===== config.mk =====
export PLATFORM = sky130hd
export DESIGN_NAME = uart_tx_fifo
export DESIGN_NICKNAME = d
export VERILOG_FILES = /design/src/rtl/uart_tx_fifo.sv
export SDC_FILE = /design/constraint.sdc
export NUM_CORES = 1
export LEC_CHECK = 0
export ABC_AREA = 1
export BUFFER_PORTS_ARGS = -buffer_cell sky130_fd_sc_hd__buf_2
export CAP_MARGIN = 20
export CORE_ASPECT_RATIO = 0.9
export CORE_MARGIN = 2
export CORE_UTILIZATION = 35
export DETAILED_ROUTE_END_ITERATION = 16
export PLACE_DENSITY = 0.48
export SETUP_SLACK_MARGIN = 0.3
export SLEW_MARGIN = 20
export SYNTH_ARGS = -nofsm -noshare
export SYNTH_HDL_FRONTEND = slang
export SYNTH_SLANG_ARGS = --single-unit
export TNS_END_PERCENT = 50

===== constraint.sdc =====
create_clock -name sclk -period 2.9 [get_ports sclk]
set_input_delay 0.29 -clock sclk [delete_from_list [all_inputs] [get_ports sclk]]
set_output_delay 0.29 -clock sclk [all_outputs]
set_load 0.005 [all_outputs]

===== src/rtl/uart_tx_fifo.sv =====
`timescale 1ns/1ps
// -----------------------------------------------------------------------------
// uart_tx_fifo
//
// 8N1 UART transmitter fed by a small byte FIFO. Bytes written with tx_flag
// are queued and sent back-to-back, LSB first, with BAUD_CNT sclk cycles per
// serial bit. Bit timing matches the companion uart_rx receiver.
//
// Ports:
//   sclk      in   system clock, rising edge
//   srst      in   asynchronous active-high reset (abandons any frame)
//   tx_data   in   [7:0] byte to queue, sampled when tx_flag=1
//   tx_flag   in   one-cycle write strobe
//   fifo_full out  high while the FIFO holds FIFO_DEPTH bytes (registered)
//   ovf       out  one-cycle pulse after a write dropped on a full FIFO
//   tx        out  serial line, idle high, driven from a flop
//   tx_busy   out  high while a frame is on the line
//   tx_done   out  one-cycle pulse on the last cycle of each stop bit
// -----------------------------------------------------------------------------
module uart_tx_fifo #(
  parameter int BAUD_CNT   = 56,
  parameter int FIFO_DEPTH = 4
) (
  input  logic       sclk,
  input  logic       srst,
  input  logic [7:0] tx_data,
  input  logic       tx_flag,
  output logic       fifo_full,
  output logic       ovf,
  output logic       tx,
  output logic       tx_busy,
  output logic       tx_done
);

  localparam int AW = $clog2(FIFO_DEPTH);
  localparam int CW = AW + 1;
  localparam int BW = $clog2(BAUD_CNT);

  localparam logic [BW-1:0] BAUD_LAST = BW'(BAUD_CNT - 1);
  // tx_done is registered, so it is launched one cycle before the last one
  localparam logic [BW-1:0] BAUD_PRE  = BW'(BAUD_CNT - 2);
  localparam logic [CW-1:0] DEPTH_C   = CW'(FIFO_DEPTH);

  localparam logic [1:0] ST_IDLE  = 2'd0;
  localparam logic [1:0] ST_START = 2'd1;
  localparam logic [1:0] ST_DATA  = 2'd2;
  localparam logic [1:0] ST_STOP  = 2'd3;

  // FIFO storage and bookkeeping
  logic [7:0]    mem_q [FIFO_DEPTH];
  logic [AW-1:0] wr_ptr_q, wr_ptr_d;
  logic [AW-1:0] rd_ptr_q, rd_ptr_d;
  logic [CW-1:0] cnt_q, cnt_d;
  logic          full_q, full_d;
  logic          ovf_q, ovf_d;

  // Transmit FSM state
  logic [1:0]    state_q, state_d;
  logic [BW-1:0] baud_q, baud_d;
  logic [2:0]    bit_q, bit_d;
  logic [7:0]    shift_q, shift_d;
  logic          tx_q, tx_d;
  logic          busy_q, busy_d;
  logic          done_q, done_d;

  logic          wr_en;
  logic          pop;
  logic          fifo_empty;
  logic          baud_end;
  logic [7:0]    head_byte;

  assign head_byte  = mem_q[rd_ptr_q];
  assign fifo_empty = (cnt_q == {CW{1'b0}});
  assign baud_end   = (baud_q == BAUD_LAST);

  // Write acceptance uses the count before the edge: a same-edge pop never
  // makes room for the incoming byte.
  always_comb begin
    wr_en = 1'b0;
    ovf_d = 1'b0;
    if (tx_flag) begin
      if (cnt_q != DEPTH_C) begin
        wr_en = 1'b1;
      end else begin
        ovf_d = 1'b1;
      end
    end else begin
      wr_en = 1'b0;
    end
  end

  // FIFO pointer and occupancy update
  always_comb begin
    wr_ptr_d = wr_ptr_q;
    rd_ptr_d = rd_ptr_q;
    if (wr_en) begin
      wr_ptr_d = wr_ptr_q + AW'(1);
    end else begin
      wr_ptr_d = wr_ptr_q;
    end
    if (pop) begin
      rd_ptr_d = rd_ptr_q + AW'(1);
    end else begin
      rd_ptr_d = rd_ptr_q;
    end
    cnt_d  = cnt_q + CW'(wr_en) - CW'(pop);
    full_d = (cnt_d == DEPTH_C);
  end

  // Frame sequencing: IDLE -> START -> DATA x8 -> STOP -> (START | IDLE)
  always_comb begin
    state_d = state_q;
    baud_d  = baud_q;
    bit_d   = bit_q;
    shift_d = shift_q;
    tx_d    = tx_q;
    busy_d  = busy_q;
    done_d  = 1'b0;
    pop     = 1'b0;
    case (state_q)
      ST_IDLE: begin
        baud_d = {BW{1'b0}};
        bit_d  = 3'd0;
        if (!fifo_empty) begin
          pop     = 1'b1;
          shift_d = head_byte;
          state_d = ST_START;
          tx_d    = 1'b0;
          busy_d  = 1'b1;
        end else begin
          tx_d   = 1'b1;
          busy_d = 1'b0;
        end
      end
      ST_START: begin
        if (baud_end) begin
          baud_d  = {BW{1'b0}};
          bit_d   = 3'd0;
          state_d = ST_DATA;
          tx_d    = shift_q[0];
          shift_d = {1'b0, shift_q[7:1]};
        end else begin
          baud_d = baud_q + BW'(1);
        end
      end
      ST_DATA: begin
        if (baud_end) begin
          baud_d = {BW{1'b0}};
          if (bit_q == 3'd7) begin
            state_d = ST_STOP;
            tx_d    = 1'b1;
          end else begin
            bit_d   = bit_q + 3'd1;
            tx_d    = shift_q[0];
            shift_d = {1'b0, shift_q[7:1]};
          end
        end else begin
          baud_d = baud_q + BW'(1);
        end
      end
      ST_STOP: begin
        if (baud_end) begin
          baud_d = {BW{1'b0}};
          bit_d  = 3'd0;
          // Chain straight into the next start bit when data is waiting
          if (!fifo_empty) begin
            pop     = 1'b1;
            shift_d = head_byte;
            state_d = ST_START;
            tx_d    = 1'b0;
          end else begin
            state_d = ST_IDLE;
            tx_d    = 1'b1;
            busy_d  = 1'b0;
          end
        end else begin
          baud_d = baud_q + BW'(1);
          done_d = (baud_q == BAUD_PRE);
        end
      end
      default: begin
        state_d = ST_IDLE;
        baud_d  = {BW{1'b0}};
        bit_d   = 3'd0;
        tx_d    = 1'b1;
        busy_d  = 1'b0;
      end
    endcase
  end

  // FIFO storage; cleared on reset so stale bytes never reappear
  always_ff @(posedge sclk or posedge srst) begin
    if (srst) begin
      for (int i = 0; i < FIFO_DEPTH; i++) begin
        mem_q[i] <= 8'h00;
      end
    end else if (wr_en) begin
      mem_q[wr_ptr_q] <= tx_data;
    end
  end

  // FIFO control registers
  always_ff @(posedge sclk or posedge srst) begin
    if (srst) begin
      wr_ptr_q <= {AW{1'b0}};
      rd_ptr_q <= {AW{1'b0}};
      cnt_q    <= {CW{1'b0}};
      full_q   <= 1'b0;
      ovf_q    <= 1'b0;
    end else begin
      wr_ptr_q <= wr_ptr_d;
      rd_ptr_q <= rd_ptr_d;
      cnt_q    <= cnt_d;
      full_q   <= full_d;
      ovf_q    <= ovf_d;
    end
  end

  // Transmit FSM registers; tx resets high so an abandoned frame never glitches low
  always_ff @(posedge sclk or posedge srst) begin
    if (srst) begin
      state_q <= ST_IDLE;
      baud_q  <= {BW{1'b0}};
      bit_q   <= 3'd0;
      shift_q <= 8'h00;
      tx_q    <= 1'b1;
      busy_q  <= 1'b0;
      done_q  <= 1'b0;
    end else begin
      state_q <= state_d;
      baud_q  <= baud_d;
      bit_q   <= bit_d;
      shift_q <= shift_d;
      tx_q    <= tx_d;
      busy_q  <= busy_d;
      done_q  <= done_d;
    end
  end

  assign fifo_full = full_q;
  assign ovf       = ovf_q;
  assign tx        = tx_q;
  assign tx_busy   = busy_q;
  assign tx_done   = done_q;

endmodule


After elaboration in Yosys (flattened, before gate mapping)
Index checks and enable logic that the tools add are counted.
{"block": "op_classes", "add_sub_neg": 6, "order_cmp": 3, "eq_ne": 16, "muxes": 43, "bitwise": 2, "n_reduce_logical": 11}
{"operator": "$mux 8", "count": 8}
{"operator": "$bwmux 32", "count": 1}
{"operator": "$pmux 8 s4", "count": 1}
{"operator": "$bmux 8 s2", "count": 1}
{"operator": "$demux 8 s2", "count": 1}
{"operator": "$mux 1", "count": 16}
{"operator": "$ne 2x2->1 const B", "count": 7}
{"operator": "$eq 6x6->1 const B", "count": 2}
{"operator": "$pmux 6 s2", "count": 1}
{"operator": "$mux 2", "count": 5}
{"operator": "$mux 3", "count": 3}
{"operator": "$pmux 3 s3", "count": 1}
{"operator": "$reduce_and 3->1", "count": 3}
{"operator": "$pmux 2 s4", "count": 1}
{"operator": "$add 6x1->6 const B", "count": 1}
{"operator": "$eq 3x3->1 const B", "count": 2}
{"operator": "$ge 3x3->1 const B", "count": 2}
{"operator": "$mux 6", "count": 1}
{"operator": "$not 2->3", "count": 2}
{"operator": "$reduce_and 5->1", "count": 1}
{"operator": "$add 2x1->2 const B", "count": 2}
{"operator": "$eq 2x2->1 const B", "count": 2}
{"operator": "$pmux 1 s2", "count": 2}
{"operator": "$pmux 1 s4", "count": 1}
{"operator": "14 further kinds", "count": 14}
{"block": "totals", "register_bits": 63, "input_bits": 11, "output_inout_bits": 5, "word_cells": 97}

Logic depth before layout (Yosys ltp)
{"block": "depth", "depth_word": 7, "ltp_mapped": 14}

Worst setup path after synthesis
Ideal clock, no wire load.
{"block": "synth_timing", "kind": "register to register", "from": "reg state_q[0]", "to": "reg full_q, in the netlist fifo_full", "setup_ps": 116, "arrival_ps": 2275, "required_time_ps": 2784, "setup_slack_ps": 509, "stages_incl_launch_ff": 14, "path_buffers": 1, "cell_sequence": "dfrtp_1 > inv_1 > ha_1 > buf_2 > nor2_1 > nand2_1 > inv_1 > ha_1 > inv_1 > ha_1 > fa_1 > xor2_1 > nand2_1 > nor2_1"}
{"block": "synth_between", "elab_chain_len": 4, "elab_cells_between_ends": 5}
{"item": "from (decl)", "line": "58", "source": "logic [1:0] state_q, state_d;"}
{"item": "from (signal assigned)", "line": "230", "source": "state_q <= state_d;"}
{"item": "$eq 2x2->1 or $logic_not 2->1 (tied branches)", "line": "120", "source": "case (state_q)"}
{"item": "$pmux 1 s2 (*)", "line": "120"}
{"item": "net pop", "line": "67", "source": "logic pop;"}
{"item": "$sub 3x1->3 (*)", "line": "106", "source": "cnt_d = cnt_q + CW'(wr_en) - CW'(pop);"}
{"item": "net cnt_d[2]", "line": "53", "source": "logic [CW-1:0] cnt_q, cnt_d;"}
{"item": "$eq 3x3->1 (*)", "line": "107", "source": "full_d = (cnt_d == DEPTH_C);"}
{"item": "net full_d", "line": "54", "source": "logic full_q, full_d;"}
{"item": "to (signal assigned)", "line": "214", "source": "full_q <= full_d;"}
{"item": "to (decl)", "line": "54"}
Mark *: on every way through the listed nets, which the timed path passes. The rest lies on a longest branch.
A chain may end at the register's enable or synchronous reset.

Worst setup path in the final report
Same ends and word-level chain as after synthesis.

==> metrics.yaml <==
globalplace.congestion: 0.746
gr-usage-met3_pct: 3.52
synthCells: 373
r2r-start: "state_q[0]"
synth_edf_count: 0
grt_antenna_before_repair: 0
slew_violations: 0
power.leakage_nw: 1.86
ctsRootBufferMaster: "clkbuf_8"
arrival_ns: 2.64
syn_area_um2: 3190
dpl_worst_slack_ns: 0.483
setup_viol: 0
yosysUniqueCellTypes: 29
end_kind: "flip-flop"
synth_top_area_cell: "dfrtp_1"
grt-busiest-layer: "met2"
skew_ns: 0.0114
via_count: 2316
grt_util_met1_pct: 18.8
tritoncts: "done"
ys_warn_count: 0
seq_area_frac_synth_pct: 49.4
grt_start_max_net_pins: 64
cp_max_fo: 5
syn_nets: 400
drtPass1Iterations: 4
cts_buffer_depth: 2
vdd_drop_max_mv: 0.304
whs_ns: 0.167
drt_wl_total_um: 6430
drtIter0Drc: 109
grt_pass1_wl_um: 10900
ioPinCount: 16
rows: 33
track_usage_pct: 14.2
fp.dieArea_um2: 9900
initial_core_util_pct: 35.5
setup_ws_ns: 0.521
worstSetupStartpointType: "flip-flop"
n_antenna_cell: 0
die_h_um: 94.6
syn_avg_cell_area_um2: 8.56
clk_latency_ns: 0.34
synth.top_cell.area_share_pct: 48.6
vias_per_cell: 4.45
gr-usage-met2_pct: 22.8
dpl.hpwl_um: 4260
wl_per_cell_um: 12.3
required_ns: 3.17
numClockSinks: 63
ys_seq_elements: 63
crit_path_start: "state_q[0]"
design.core.area_um2: 9000
endpoint: "fifo_full"
grt_pass1_vias: 2259
fin_cells: 521
clk_pin_slew_worst_paths_ns: 0.08
min_period_over_period_pct: 82.0
rsz0062_at_grt: "false"
fmax_mhz: 420
port_buffers: 15
r2r-end: "fifo_full"
final_hold_viol_count: 0
synthTopCellsByArea: "dfrtp_1 (49%), nand2_1 (16%), ha_1 (5.9%), nand3_1 (5.2%), inv_1 (4.2%)"
fin_nets: 421
slew_headroom_pct: 44.4
setup.worst_path.class: "flip-flop to flip-flop"
drv_cap: 0
reg2regPathDepth: 12
synth-main-ff-cell: "dfrtp_1"
drcViolationCount: 0
layout_min_cycle_time_ns: 2.38
r2r_slack_ns: 0.52
drive_above_1_share_pct: 14.3
cts-buffers-inserted: 9
area_delta_synth_final_pct: 11.3
antenna_left: 0
async_reset_ff_share_pct: 100
placed_cells: 504
die_w_um: 105
p_per_area_nw_per_um2: 725
h-tree-depth: 3
worst_pin_slew_ns: 0.834
outcome: "finished, final reports clean"
hold_class: "input pin to asynchronous set/reset pin"
fin_tns_setup_ns: 0
grt-ovfl-total: 0
postCtsHoldBufs: 0
[cell type report]
type | count | area [um^2]
fillers | 971 | 5450
flip-flops and latches | 63 | 1580
multi-input cells | 261 | 1390
inverters | 40 | 155
well taps | 122 | 153
clock buffers | 9 | 124
repair buffers | 19 | 105
clock inverters | 7 | 48.8
[layer usage]
metal	wire, um	up-vias
li1	-	1213
met1	3340	1080
met2	2910	21
met3	155	2
met4	33	0
met5	0	-
[repair_timing]
| action | 4_1_cts | 5_1_grt |
|---|---|---|
| buffers inserted | 0 | 1 |
| endpoints found under the setup margin | 0 | 1 |
| resized for setup | 0 | 1 |
| hold endpoints to repair | 0 | 0 |
[state kept, by name, indices dropped and copies added (netlist names), 2 cells and up]
name	count
rd_ptr_q	2
cnt_q	3
baud_q	6
mem_q	32
state_q	2
wr_ptr_q	2
shift_q	8
bit_q	3
[Yosys cell counts, drive strengths merged (2+ instances only)]
cell type	number
inv	40
dfrtp	62
xor2	2
nand3	36
nand2	143
ha	15
nor2	17
o21ai	38
buf	8
xnor2	3
a21oi	3
[power by group]
| part | internal (mW) | switching, mW |
|---|---|---|
| registers | 1.13 | 0.131 |
| clock network | 0.311 | 0.368 |
| logic | 0.250 | 0.386 |
[placed cells by master, fill, tap and decap left out, types with 2 or more instances in the layout]
master and count:
a21oi_1 3, buf_2 15, buf_4 4, clkbuf_8 9, clkinv_2 3, clkinv_4 2, dfrtp_1 62, ha_1 15
inv_1 35, inv_2 4, inv_6 2, nand2_1 132, nand2_2 3, nand2_4 6, nand2_8 2, nand3_1 33
nand3_2 2, nor2_1 15, o21ai_0 22, o21ai_1 16, xnor2_1 3, xor2_1 2
[metrics by stage]
| step | util [%] | total power [mW] | instance area [um^2] |
|---|---|---|---|
| finish | 39.4 | 2.57 | 3550 |
| global route | 39.4 | 2.78 | 3550 |
| CTS | 39.3 | 2.62 | 3540 |
| detailed placement | 37.4 | 1.92 | 3370 |
| global placement | 37.4 | 1.90 | 3370 |
| floorplan | - | 1.80 | 3190 |
[cell families (layout without fill, tap and decap cells)]
logic type,after synthesis,after routing,share of synthesized area (%)
DFF,63,63,49.4
and+or+nand+nor,198,198,28.9
buffers and inverters,49,75,7.17
adders and majority gates,16,16,6.51
AOI/OAI and AO/OA,42,42,6.66
xor gates and xnor gates,5,5,1.37
[worst min-delay path by stage]
stage / endpoint / start / slack [ns]
final: baud_q[1] / srst / 0.17
after global routing: ovf / tx_flag / 0.18
after CTS: ovf / tx_flag / 0.17
after detailed placement: tx_busy / tx_busy / 0.46
after global placement: tx_busy / tx_busy / 0.46
after floorplan: ovf / tx_flag / 0.40
[worst max-delay path: stages (launching register included)]
cell     delay [ns]
dfrtp_1        0.42
inv_1          0.12
ha_1           0.32
nor2_1         0.23
nand2_2        0.11
inv_1          0.06
ha_1           0.12
inv_1          0.04
ha_1           0.18
fa_1           0.37
xor2_1         0.19
nand2_1        0.07
nor2_1         0.09
(Power assumes the default switching activity.)
